**src/rtl/calc_display_rx.sv**
```systemverilog
// Receiver for the calculator's digit-serial display link: captures BCD digit frames,
// commits complete frames to a buffer and scans them onto an 8-digit active-low 7-seg display.
module calc_display_rx #(
  parameter int unsigned REFRESH_DIV = 50000,
  parameter int unsigned LEAD_BLANK  = 1
) (
  input  logic       clock,
  input  logic       reset,
  input  logic [1:0] status,
  input  logic [3:0] data,
  input  logic [3:0] pos,
  output logic [7:0] an,
  output logic [6:0] seg,
  output logic       dp,
  output logic       frame_valid,
  output logic       err
);

  localparam int unsigned CntW = (REFRESH_DIV > 2) ? $clog2(REFRESH_DIV) : 1;
  localparam logic [CntW-1:0] CntMax = CntW'(REFRESH_DIV - 1);

  localparam logic [1:0] StatError = 2'b00;
  localparam logic [1:0] StatReady = 2'b10;

  localparam logic [6:0] SegE     = 7'b0000110;
  localparam logic [6:0] SegR     = 7'b0101111;
  localparam logic [6:0] SegO     = 7'b0100011;
  localparam logic [6:0] SegBlank = 7'b1111111;

  logic [7:0][3:0] shadow_q, shadow_d;
  logic [7:0][3:0] buffer_q, buffer_d;
  logic [7:0]      seen_q, seen_d;
  logic            err_q, err_d;
  logic            fv_q, fv_d;
  logic [CntW-1:0] cnt_q, cnt_d;
  logic [2:0]      idx_q, idx_d;
  logic            scan_on_q, scan_on_d;
  logic [7:0]      an_q, an_d;
  logic [6:0]      seg_q, seg_d;

  logic            wrap;
  logic            nonzero_above;
  logic            blank_lead;
  logic [6:0]      digit_seg;

  function automatic logic [6:0] seg_decode(input logic [3:0] v);
    logic [6:0] s;
    case (v)
      4'd0:    s = 7'b1000000;
      4'd1:    s = 7'b1111001;
      4'd2:    s = 7'b0100100;
      4'd3:    s = 7'b0110000;
      4'd4:    s = 7'b0011001;
      4'd5:    s = 7'b0010010;
      4'd6:    s = 7'b0000010;
      4'd7:    s = 7'b1111000;
      4'd8:    s = 7'b0000000;
      4'd9:    s = 7'b0010000;
      default: s = SegBlank;
    endcase
    return s;
  endfunction

  // Frame capture, commit and sticky error
  always_comb begin
    shadow_d = shadow_q;
    buffer_d = buffer_q;
    seen_d   = seen_q;
    err_d    = err_q;
    fv_d     = 1'b0;

    if (!err_q) begin
      if (!pos[3]) begin
        if (status != StatReady) begin
          shadow_d[pos[2:0]] = data;
          seen_d[pos[2:0]]   = 1'b1;
        end
      end else begin
        // Only the first end-of-frame cycle can commit; seen is clear afterwards.
        if (seen_q == 8'hFF) begin
          buffer_d = shadow_q;
          fv_d     = 1'b1;
        end
        seen_d = 8'h00;
      end
    end

    if (status == StatError) begin
      err_d = 1'b1;
    end
  end

  // Refresh counter and scan index
  always_comb begin
    wrap      = (cnt_q == CntMax);
    cnt_d     = wrap ? '0 : cnt_q + CntW'(1);
    idx_d     = wrap ? idx_q + 3'd1 : idx_q;
    scan_on_d = scan_on_q | wrap;
  end

  // Segment pattern for the digit currently selected by the scan index
  always_comb begin
    nonzero_above = 1'b0;
    for (int j = 0; j < 8; j++) begin
      if ((j >= int'(idx_q)) && (buffer_q[j] != 4'd0)) begin
        nonzero_above = 1'b1;
      end
    end
    blank_lead = (LEAD_BLANK != 0) && (idx_q != 3'd0) && !nonzero_above;

    if (err_q) begin
      case (idx_q)
        3'd3:    digit_seg = SegE;
        3'd2:    digit_seg = SegR;
        3'd1:    digit_seg = SegR;
        3'd0:    digit_seg = SegO;
        default: digit_seg = SegBlank;
      endcase
    end else if (blank_lead) begin
      digit_seg = SegBlank;
    end else begin
      digit_seg = seg_decode(buffer_q[idx_q]);
    end

    // Display stays dark until the first refresh wrap.
    an_d  = scan_on_q ? ~(8'd1 << idx_q) : 8'hFF;
    seg_d = scan_on_q ? digit_seg : SegBlank;
  end

  always_ff @(posedge clock) begin
    if (!reset) begin
      shadow_q  <= '0;
      buffer_q  <= '0;
      seen_q    <= 8'h00;
      err_q     <= 1'b0;
      fv_q      <= 1'b0;
      cnt_q     <= '0;
      idx_q     <= 3'd0;
      scan_on_q <= 1'b0;
      an_q      <= 8'hFF;
      seg_q     <= SegBlank;
    end else begin
      shadow_q  <= shadow_d;
      buffer_q  <= buffer_d;
      seen_q    <= seen_d;
      err_q     <= err_d;
      fv_q      <= fv_d;
      cnt_q     <= cnt_d;
      idx_q     <= idx_d;
      scan_on_q <= scan_on_d;
      an_q      <= an_d;
      seg_q     <= seg_d;
    end
  end

  assign an          = an_q;
  assign seg         = seg_q;
  assign dp          = 1'b1;
  assign frame_valid = fv_q;
  assign err         = err_q;

endmodule

```
**config.mk**
```make
export PLATFORM = sky130hd
export DESIGN_NAME = calc_display_rx
export DESIGN_NICKNAME = d
export VERILOG_FILES = /design/src/rtl/calc_display_rx.sv
export SDC_FILE = /design/constraint.sdc
export NUM_CORES = 1
export LEC_CHECK = 0
export CORE_UTILIZATION = 35
export CTS_CLUSTER_SIZE = 25
export DETAILED_ROUTE_END_ITERATION = 10
export DONT_BUFFER_PORTS = 1
export GPL_ROUTABILITY_DRIVEN = 1
export PLACE_DENSITY = 0.55
export REMOVE_ABC_BUFFERS = 1
export SYNTH_ARGS = -nofsm -noshare
export SYNTH_HDL_FRONTEND = slang
export SYNTH_SLANG_ARGS = --single-unit
```
**constraint.sdc**
```tcl
create_clock -name clock -period 3.6 [get_ports clock]
set_input_delay 0.54 -clock clock [delete_from_list [all_inputs] [get_ports clock]]
set_output_delay 0.54 -clock clock [all_outputs]
set_load 0.01 [all_outputs]
```
==> impl_metrics.csv <==
group,metric,value,unit
critical_path,slowest_delay,650,ps
floorplanning,num_io_pins,30,
placed_design,dpl_cell_area,4917,sq um
final_layout,area_growth_syn_to_layout,8.199,%
logic_synthesis,synth_edf_count,0,
clock_tree,cts-root-buf,"clkbuf_16",
critical_path,crit_required,3830,ps
logic_synthesis,synthMuxAreaShare,11.45,%
clock_tree,cts_hold_buf,0,
critical_path,path_cells,"mux4_2 > mux2i_1 > inv_1 > ha_1 > mux2_1 > a32oi_1 > nand3_1",
power_and_ir_drop,ir_worst_vdd,186.5,uV
routing,first_pass_iters,4,
power_and_ir_drop,p_total,2.219,mW
logic_synthesis,synthXorXnorAreaFrac,2.733,%
logic_synthesis,synthTopCellsByCount,"109 x dfxtp_1, 90 x nand2_1, 40 x a21boi_1",
timing,worst_slew_pin_slew,1017,ps
clock_tree,cts_resized,0,
critical_path,cp-start-kind,"flip-flop",
placed_design,dpl.hpwl,7034,microns
logic_synthesis,synth_most_common_cell,"dfxtp_1",
final_layout,design_area,5201,sq um
logic_synthesis,synth_fa_ha_area_share,3.384,%
routing,drt_iter0_drc,203,
placed_design,io_buffers,0,
timing,setup_violations,0,
routing,detail_route.wirelength,10010,microns
grt,antenna_found_initial,0,
final_layout,drive_gt1_share,8.249,%
timing,finClkSkew,7.789,ps
logic_synthesis,ys_warn_count,0,
logic_synthesis,synth_top_cell_by_area,"dfxtp_1",
logic_synthesis,synth.avg_cell_area,9.463,sq um
timing,post-route-min-period,2543,ps
floorplanning,fp.dieH,119.2,microns
clock_tree,cts_tree,"built",
final_layout,fin_nets,517,
routing,wl_per_cell,14.87,microns
routing,viasPerCell,4.902,
final_layout,fillCellCount,1363,
clock_tree,numCtsBuffers,9,
routing,num_vias,3299,
timing,rsz0062_at_grt,"no",
logic_synthesis,syn_inst,508,
clock_tree,clk_latency,350,ps
logic_synthesis,ys_seq_area_share,45.39,%
flow_run,cap_viol_max_count,0,
run_status,outcome,"finished, final reports clean",
final_layout,n_antenna_cell,0,
clock_tree,cts_max_level,3,
clock_tree,cts.sinks,109,
logic_synthesis,ys_seq_elements,109,
logic_synthesis,synth.top_cell.area_share,45.39,%
logic_synthesis,synth_top_family_by_area,"simple AND/OR/NAND/NOR gates",
grt,grt_usage,15.69,%
floorplanning,start_util,36.16,%
timing,holdWs,322.9,ps
floorplanning,dieArea,14210,sq um
critical_path,arrival,2770,ps
timing,hold_viol,0,
critical_path,cp_max_fo,14,
timing,slew_headroom,31.81,%
critical_path,crit_slowest_cell,"dfxtp_1",
floorplanning,die_x,119.2,microns
clock_tree,path_clk_slew,70,ps
worst_hold_path,hp-class,"input pin to flip-flop",
power_and_ir_drop,power.density,426.6,nW/um^2
timing,slew_violations,0,
logic_synthesis,syn_area,4807,sq um
routing,drc,0,
logic_synthesis,synth_area_leaders,"dfxtp_1 45%, nand2_1 7.0%, a21boi_1 6.2%",
logic_synthesis,synth_cell_type_count,47,
grt,grt_pass1_vias,3252,
timing,finalCritPeriodShare,70.64,%
logic_synthesis,yosys.area_share.simple,20.98,%
grt,grt_pass1_wl,17360,microns
grt,grt_max_degree,77,
logic_synthesis,synthArstFlopShare,0,%
logic_synthesis,ys.flop_type,"dfxtp_1",
critical_path,critical_path_class,"flip-flop to flip-flop",
grt,grt_overflow,0,
floorplanning,coreArea,13300,sq um
logic_synthesis,synth-compound-area-share,11.79,%
floorplanning,row_count,42,
routing,final_antenna_net_count,0,
critical_path,end_kind,"flip-flop",
placed_design,place.gp.congestion,0.8447,
clock_tree,cts_max_path_buffers,2,
timing,setup_tns,0,ps
timing,fmax,393.2,MHz
clock_tree,cts_setup_buffers,0,
power_and_ir_drop,leakagePower,1.841,nW
==> worst max-delay path: cells and delay by family (launching register included) <==
family                     cells  cell delay [ps]
and+or+nand+nor                1               90
buffers and inverters          1              160
DFF                            1              650
muxes                          3             1140
AOI/OAI and AO/OA              1              150
adders and majority gates      1              240
==> kinds of logic after synthesis <==
logic type / Yosys count
flops: 109
other cells: 1
xor+xnor: 15
buf+inv: 46
mux: 41
compound gates: 72
fa+ha+maj: 13
simple gates: 211
==> path summary, 6_finish.rpt <==
path | startpoint | endpoint | slack [ps] | cells after the start
max reg2reg | idx_q[2] | seg[3] | 1060 | 7
max | idx_q[2] | seg[3] | 1060 | 7
min | reset | an[7] | 320 | 1
min reg2reg | shadow_q[31] | buffer_q[31] | 440 | 2
==> report_power, final <==
group | total, mW | internal (mW) | switching, mW | leakage [nW]
clock | 0.943 | 0.478 | 0.465 | 0.126
sequential | 1.23 | 1.22 | 0.0111 | 0.880
combinational | 0.0502 | 0.0269 | 0.0232 | 0.835
total | 2.22 | 1.72 | 0.499 | 1.84
==> state kept, by name (all words and copies together), names as in the netlist <==
name	flops
buffer_q	32
shadow_q	32
cnt_q	16
an	8
seen_q	8
seg	7
idx_q	3
err	1
frame_valid	1
scan_on_q	1
==> layout by cell type, fill, tap and decap left out, types with 9 or more instances in the layout <==
| master | instances |
|---|---|
| inv_1 | 11 |
| xor2_1 | 10 |
| nor4_1 | 11 |
| a21boi_1 | 40 |
| mux2i_1 | 28 |
| ha_1 | 13 |
| dfxtp_1 | 109 |
| nor2b_1 | 28 |
| nand2_1 | 90 |
| a21oi_1 | 12 |
| nor2_1 | 30 |
| nand3_1 | 22 |
| clkbuf_16 | 9 |
==> per-stage QoR <==
step | util [%] | instances | setup WS [ps]
floorplan | - | 477 | 872.2
global placement | 36.98 | 657 | 1183
detailed placement | 36.98 | 657 | 1139
global route | 39.12 | 673 | 778.8
finish | 39.12 | 673 | 1057
CTS | 39.12 | 673 | 1116
==> layer usage <==
layer | wire, microns | vias to the layer above | GRT usage (%)
li1 | - | 1699 | -
met1 | 4976 | 1541 | 21.55
met2 | 4485 | 48 | 23.62
met3 | 390 | 11 | 3.688
met4 | 152 | 0 | 6.171
met5 | 0 | - | 0
==> cell type report <==
class                      instances  area [sq um]  share of cell area (%)
clock inverter                     7         58.81                   1.131
multi-input combinational        353          2429                   46.69
tap                              176         220.2                   4.234
timing repair buffer               4         30.03                  0.5773
inverter                          15         56.30                   1.083
clock buffer                       9         225.2                   4.330
sequential                       109          2182                   41.95
No activity file was read; power rests on OpenSTA's default activity.
